==> src/rtl/qwi_regmaster.sv <==
// rtl/qwi_regmaster.sv - command-stream to qwi_regctrl register-bus initiator
// One outstanding command; out-of-range addresses are answered locally without a bus strobe.
module qwi_regmaster #(
  parameter int REGCNT = 2,
  parameter int AWID   = 11,
  parameter int DWID   = 32,
  parameter int RDLAT  = 1,
  parameter logic [DWID-1:0] ERRDATA = DWID'(32'hDEADBEEF)
) (
  input  logic              reg_clk,
  input  logic              reg_rst_n,
  input  logic              cmd_valid,
  output logic              cmd_ready,
  input  logic              cmd_wr,
  input  logic [DWID/8-1:0] cmd_be,
  input  logic [AWID-1:0]   cmd_addr,
  input  logic [DWID-1:0]   cmd_wdata,
  output logic              rsp_valid,
  input  logic              rsp_ready,
  output logic              rsp_wr,
  output logic              rsp_err,
  output logic [DWID-1:0]   rsp_rdata,
  output logic              busy,
  output logic              reg_ce,
  output logic [DWID/8-1:0] reg_we,
  output logic [AWID-1:0]   reg_addr,
  output logic [DWID-1:0]   reg_wrd,
  input  logic [DWID-1:0]   reg_rdd
);

  localparam int BEW = DWID / 8;
  localparam logic [31:0] REGCNT_W = 32'(REGCNT);

  typedef enum logic [1:0] {IDLE, ISSUE, WAIT, RESP} state_t;

  state_t     state;
  logic [1:0] lat_cnt;
  logic       wr_q;
  logic       in_range;

  assign in_range = 32'(cmd_addr) < REGCNT_W;

  always_ff @(posedge reg_clk or negedge reg_rst_n) begin
    if (!reg_rst_n) begin
      state     <= IDLE;
      lat_cnt   <= '0;
      wr_q      <= 1'b0;
      cmd_ready <= 1'b0;
      rsp_valid <= 1'b0;
      rsp_wr    <= 1'b0;
      rsp_err   <= 1'b0;
      rsp_rdata <= '0;
      busy      <= 1'b0;
      reg_ce    <= 1'b0;
      reg_we    <= '0;
      reg_addr  <= '0;
      reg_wrd   <= '0;
    end else begin
      case (state)
        IDLE: begin
          if (cmd_ready && cmd_valid) begin
            cmd_ready <= 1'b0;
            busy      <= 1'b1;
            wr_q      <= cmd_wr;
            if (in_range) begin
              // Bus fields are loaded here so they appear together with reg_ce in ISSUE.
              state    <= ISSUE;
              reg_ce   <= 1'b1;
              reg_addr <= cmd_addr;
              reg_we   <= cmd_wr ? cmd_be : {BEW{1'b0}};
              reg_wrd  <= cmd_wr ? cmd_wdata : {DWID{1'b0}};
            end else begin
              state     <= RESP;
              rsp_valid <= 1'b1;
              rsp_err   <= 1'b1;
              rsp_wr    <= cmd_wr;
              rsp_rdata <= ERRDATA;
            end
          end else begin
            cmd_ready <= 1'b1;
          end
        end
        ISSUE: begin
          reg_ce   <= 1'b0;
          reg_we   <= '0;
          reg_addr <= '0;
          reg_wrd  <= '0;
          if (wr_q) begin
            state     <= RESP;
            rsp_valid <= 1'b1;
            rsp_wr    <= 1'b1;
            rsp_err   <= 1'b0;
            rsp_rdata <= '0;
          end else begin
            state   <= WAIT;
            lat_cnt <= 2'(RDLAT - 1);
          end
        end
        WAIT: begin
          if (lat_cnt == 2'd0) begin
            state     <= RESP;
            rsp_valid <= 1'b1;
            rsp_wr    <= 1'b0;
            rsp_err   <= 1'b0;
            rsp_rdata <= reg_rdd;
          end else begin
            lat_cnt <= lat_cnt - 2'd1;
          end
        end
        RESP: begin
          if (rsp_ready) begin
            state     <= IDLE;
            rsp_valid <= 1'b0;
            rsp_wr    <= 1'b0;
            rsp_err   <= 1'b0;
            rsp_rdata <= '0;
            busy      <= 1'b0;
            cmd_ready <= 1'b1;
          end
        end
        default: state <= IDLE;
      endcase
    end
  end

endmodule
==> config.mk <==
export PLATFORM = sky130hd
export DESIGN_NAME = qwi_regmaster
export DESIGN_NICKNAME = d
export VERILOG_FILES = /design/src/rtl/qwi_regmaster.sv
export SDC_FILE = /design/constraint.sdc
export NUM_CORES = 1
export LEC_CHECK = 0
export BUFFER_PORTS_ARGS = -buffer_cell sky130_fd_sc_hd__buf_4
export CAP_MARGIN = 20
export CELL_PAD_IN_SITES_DETAIL_PLACEMENT = 1
export CELL_PAD_IN_SITES_GLOBAL_PLACEMENT = 2
export CORE_AREA = 2 2 124 126
export CTS_BUF_LIST = sky130_fd_sc_hd__clkbuf_4 sky130_fd_sc_hd__clkbuf_8 sky130_fd_sc_hd__clkbuf_16
export DETAILED_ROUTE_END_ITERATION = 12
export DIE_AREA = 0 0 126 128
export PLACE_DENSITY = 0.76
export RECOVER_POWER = 25
export REMOVE_ABC_BUFFERS = 1
export SETUP_SLACK_MARGIN = 0.4
export SLEW_MARGIN = 5
export SYNTH_ARGS = -nofsm -noshare
export SYNTH_HDL_FRONTEND = slang
export SYNTH_SLANG_ARGS = --single-unit
==> constraint.sdc <==
create_clock -name reg_clk -period 7.66 [get_ports reg_clk]
set_clock_uncertainty 0.2 [all_clocks]
set_input_delay 1.149 -clock reg_clk [delete_from_list [all_inputs] [get_ports reg_clk]]
set_output_delay 1.149 -clock reg_clk [all_outputs]
set_load 0.02 [all_outputs]
==> impl_metrics.csv, run 1 <==
group,metric,value,unit
status,status,"complete, but fails checks",
status,violations,"capacitance limit, slew limit",
yosys,synthCells,295,
floorplanning,dieArea,0.0161,mm^2
timing,fmax,308,MHz
critical_path,cp.arrival,2950,ps
yosys,synth_edf_count,0,
route,drt-initial-drc-count,83,
route,wl_per_cell,16.0,um
clocking,htreeDepth,3,
pwr,leakagePower,0.00279,uW
min_path,min_from,"reg_addr[9]",
timing,setup_tns,0,ps
route,vias_per_cell,4.57,
floorplanning,die_h,128,um
cells_and_area,drive_above_1_share,0.431,
yosys,avgSynthCellArea,12.3,um^2
clocking,clockBufferDepth,2,
place,placed_area,0.00509,mm^2
yosys,async_flop_share,1.00,
route,route.detailed.drc,0,
place,io_buffer_count,168,
place,place.gp.congestion,0.710,
yosys,ys_types,33,
clocking,clk_latency,340,ps
timing,slew_violations,45,
critical_path,setup.worst_path.start,"reg_rst_n",
cells_and_area,layout_commonest_cell,"buf_4",
clocking,cts_resized,0,
critical_path,crit_chain,"clkbuf_1",
timing,slew_headroom,-0.690,
global_route,grt_pass1_wl,16800,um
floorplanning,coreArea,0.0149,mm^2
timing,hold_ws,286,ps
cells_and_area,layout_common_cells,"169 x buf_4, 90 x dfrtp_1, 38 x a22o_1, 38 x nand2_1, 24 x a2bb2oi_1",
pwr,power.density,373,mW/mm^2
yosys,syn_area,0.00364,mm^2
critical_path,reg2reg_from,"state[0]",
yosys,ys.flop_type,"dfrtp_1",
global_route,grt.overflow.total,0,
timing,worstMarginPinSlew,2540,ps
route,via_count,2992,
global_route,antenna_found_initial,0,
floorplanning,initial_core_util,0.245,
cells_and_area,antenna_cells,0,
route,firstDrtPassIters,4,
critical_path,worstSetupPathType,"in2async",
timing,rsz0062_at_grt,"false",
cells_and_area,nFillCells,1639,
clocking,clock_sinks,90,
timing,fin_crit,3250,ps
cells_and_area,finish.utilization,0.370,
cells_and_area,design_area,0.00550,mm^2
critical_path,cpPeakStageDelay,1750,ps
critical_path,endpoint_kind,"async pin",
clocking,clock-root-buffer,"clkbuf_16",
yosys,ys_ff_latch,90,
cells_and_area,area_growth,51.1,%
min_path,hold_path.class,"reg2reg",
critical_path,worst-path-buf-inv,1,
clocking,cts_tree,"done",
route,wirelength,10400,um
global_route,grt_pass1_vias,3253,
timing,finalSetupViolCount,0,
yosys,synth_warnings,0,
critical_path,cpMaxStageDelayCell,"clkbuf_1",
floorplanning,num_io_pins,169,
critical_path,start_kind,"primary input",
clocking,numCtsBuffers,9,
clocking,cts_setup_buffers,0,
critical_path,cp_top_family,"buffers and inverters",
yosys,synth-seq-area-share,0.618,
global_route,grt_usage,0.129,
timing,period_share,0.424,
timing,final_hold_viol_count,0,
run,maxCapViolCount,1,
place,dp_hpwl,7370,um
critical_path,cp_max_fo,45,
cells_and_area,final_nets,550,
critical_path,required,7360,ps
pwr,worst_ir_drop_vdd,0.000141,V
global_route,grt_max_degree,47,
floorplanning,die_w,126,um
floorplanning,num_rows,45,
route,ant_nets,0,
clocking,postCtsHoldBufs,0,
clocking,clk_transition_reported_paths,70,ps
pwr,total_power,2050,uW
## synth_stat cells, types with 2 or more instances
master,instances,area share
a21oi_1,4,0.0055
a22o_1,38,0.091
a2bb2oi_1,24,0.058
and2_1,10,0.017
buf_2,5,0.0069
buf_6,4,0.012
clkbuf_1,10,0.010
dfrtp_1,90,0.62
ha_1,5,0.017
inv_1,15,0.015
mux2_2,3,0.0093
mux2i_1,11,0.030
nand2_1,38,0.039
nand3_1,3,0.0041
nor2_1,5,0.0052
nor2b_1,2,0.0034
nor3_1,3,0.0041
o21ai_0,8,0.011
or4_4,3,0.0093
## flip-flops by register name, indices dropped and copies added, names as in the netlist
name and flops:
rsp_err 1, reg_addr 11, rsp_valid 1, lat_cnt 2
cmd_ready 1, rsp_wr 1, reg_wrd 32, busy 1
reg_we 4, rsp_rdata 32, reg_ce 1, wr_q 1
state 2
## final timing paths
path | to | slack [ps] | cells past startpoint
min in group asynchronous | rsp_rdata[20] | 1380 | 1
max reg2reg | reg_wrd[11] | 4480 | 7
min | reg_addr[9] | 290 | 1
min reg2reg | reg_addr[9] | 290 | 1
max | rsp_rdata[9] | 4410 | 1
max in group reg_clk | reg_wrd[11] | 4480 | 7
## where the power goes
part           switching (uW)  internal (uW)
Sequential               76.7            590
Clock                     193            322
Combinational             473            398
Total                     742           1310
## layer usage
metal | routed length [um] | vias up | track usage
met3 | 931 | 11 | 0.0463
met2 | 4730 | 124 | 0.203
met5 | 0 | - | 0
met4 | 172 | 0 | 0.0537
met1 | 4600 | 1480 | 0.160
li1 | - | 1377 | -
## area by class of cell
class	count	area (um^2)	area share
well taps	188	235	0.0427
clock inverters	7	124	0.0225
inverters	15	56.3	0.0102
repair buffers	174	1360	0.248
flip-flops and latches	90	2250	0.409
multi-input cells	171	1250	0.227
clock buffers	9	225	0.0409
## kinds of logic (layout without fill, tap and decap cells)
kind of cell	Yosys count	count (layout)	synth area share
compound gates	81	81	0.181
fa+ha+maj	5	5	0.0172
buf+inv	34	205	0.0450
flops	90	90	0.618
mux	14	14	0.0395
simple gates	71	71	0.0993
## through the flow
| step | worst slack (ps) | std cells |
|---|---|---|
| 6_report | 4410 | 654 |
| 4_1_cts | 4090 | 651 |
| 3_3_place_gp | 3960 | 634 |
| 5_1_grt | 3860 | 654 |
| 3_5_place_dp | 3940 | 635 |
| 2_1_floorplan | 4020 | 276 |
Power figures use the tool's default switching activity.
==> inputs of run 2 (changes only) <==
clock period = 3.35 ns   (was 7.66 ns; I/O delays follow)
==> run 2 against run 1 <==
  * Final area decreased by 1.3%
  * Total power increased by 120%
  * Register-to-register slack got worse by 3900 ps
  * Sequential cell count unchanged
  * Largest cell class unchanged
  * The flow still finishes with violations (capacitance limit, slew limit)
  * Global-route usage decreased by 0.056 points
  * Largest power group unchanged
  * Non-clock buffer count increased by 1
  * Die area unchanged
==> impl_metrics.csv, run 2 (same netlist as run 1, synthesis figures left out) <==
group,metric,value,unit
global_route,grt_max_degree,91,
place,placed_cells,638,
cells_and_area,layout_common_cells,"171 x buf_4, 90 x dfrtp_1, 38 x a22o_1, 38 x nand2_1, 24 x a2bb2oi_1",
timing,finalSetupViolCount,0,
route,met2_length,4690,um
cells_and_area,final_nets,551,
floorplanning,die_h,128,um
route,route.detailed.drc,0,
route,drt-initial-drc-count,75,
clocking,clockBufferDepth,2,
route,top_layer,"met4",
pwr,power.density,828,mW/mm^2
clocking,clk_latency,340,ps
timing,worst_slack,565,ps
route,ant_nets,0,
cells_and_area,antenna_cells,0,
clocking,postCtsHoldBufs,0,
critical_path,cpMaxStageDelayCell,"or4_4",
timing,worstMarginPinSlew,2250,ps
critical_path,start_kind,"register",
min_path,hold_path.class,"in2reg",
clocking,htreeDepth,3,
cells_and_area,top_regs,"reg_wrd (32), rsp_rdata (32), reg_addr (11)",
clocking,clk_transition_reported_paths,70,ps
critical_path,crit_chain,"inv_1, ha_1, nand3_1, or4_4, nor3b_4, buf_4, a22o_1",
clocking,clock-root-buffer,"clkbuf_16",
critical_path,cp.arrival,2860,ps
critical_path,endpoint_kind,"register",
cells_and_area,layout_commonest_cell,"buf_4",
critical_path,worstSetupPathType,"reg2reg",
timing,rsz0062_at_grt,"false",
global_route,grt_usage,0.128,
clocking,cts_tree,"done",
route,vias_per_cell,4.58,
route,wirelength,10300,um
clocking,cts_resized,0,
global_route,grt.overflow.total,0,
critical_path,cp_max_fo,36,
pwr,leakagePower,0.00276,uW
timing,period_share,0.831,
run,maxCapViolCount,1,
timing,fin_crit,2780,ps
global_route,antenna_found_initial,0,
timing,fmax,359,MHz
pwr,worst_ir_drop_vdd,0.000276,V
cells_and_area,fin_cells,655,
floorplanning,num_io_pins,169,
route,firstDrtPassIters,4,
clocking,cts_setup_buffers,0,
floorplanning,dieArea,0.0161,mm^2
global_route,grt_pass1_vias,3209,
route,wl_met1,4500,um
place,dp_hpwl,7220,um
critical_path,cpPeakStageDelay,630,ps
clocking,numCtsBuffers,9,
timing,final_hold_viol_count,0,
cells_and_area,area_growth,49.1,%
floorplanning,num_rows,45,
floorplanning,initial_core_util,0.245,
critical_path,cp_top_family,"simple AND/OR/NAND/NOR gates",
place,io_buffer_count,168,
place,place_ws,543,ps
route,met3_length,958,um
floorplanning,die_w,126,um
route,via_count,2999,
cells_and_area,drive_above_1_share,0.435,
route,wl_per_cell,15.7,um
timing,hold_ws,172,ps
timing,slew_headroom,-0.497,
clocking,clock_sinks,90,
critical_path,required,3430,ps
status,violations,"capacitance limit, slew limit",
floorplanning,coreArea,0.0149,mm^2
place,place.gp.congestion,0.706,
timing,slew_violations,91,
global_route,grt_pass1_wl,16500,um
critical_path,worst-path-buf-inv,2,
status,status,"complete, but fails checks",
## run 2: changes by cell type in the layout (fill, tap and decap cells not counted), sizes merged
cell    delta
bufinv     -2
clkbuf     +1
clkinv     +3
inv        -1
## run 2: final cells by class
class	instances	area, um^2
repair buffers	175	1340
multi-input cells	171	1250
inverters	15	56.3
clock inverters	7	77.6
flip-flops and latches	90	2250
clock buffers	9	225
well taps	188	235
fillers	1644	9430
## run 2: power breakdown
part	leakage, uW	internal (uW)	switching, uW
Combinational	0.00143	884	1080
Clock	0.000146	583	437
Sequential	0.00118	1350	165
Total	0.00276	2820	1680
## run 2: path summary, 6_finish.rpt
path	start	endpoint	slack [ps]	depth (start not counted)
max	state[0]	reg_wrd[0]	570	7
min	cmd_be[1]	reg_we[1]	170	2
max reg2reg	state[0]	reg_wrd[0]	570	7
min reg2reg	reg_addr[2]	reg_addr[2]	290	1
max in group asynchronous	reg_rst_n	rsp_rdata[9]	900	2
min in group asynchronous	reg_rst_n	rsp_rdata[24]	710	2
## run 2: per-layer routing
layer,global-route usage,up-vias
li1,-,1390
met1,0.162,1474
met2,0.198,124
met3,0.0476,11
met4,0.0543,0
met5,0,-
## run 2: per-stage QoR
stage	total power [uW]	TNS [ps]	instance area, um^2	util
5_1_grt	4810	0	5430	0.365
3_3_place_gp	3440	0	5120	0.345
2_1_floorplan	2680	-488	3530	-
6_report	4500	0	5430	0.365
4_1_cts	4560	0	5430	0.365
3_5_place_dp	3510	0	5120	0.345
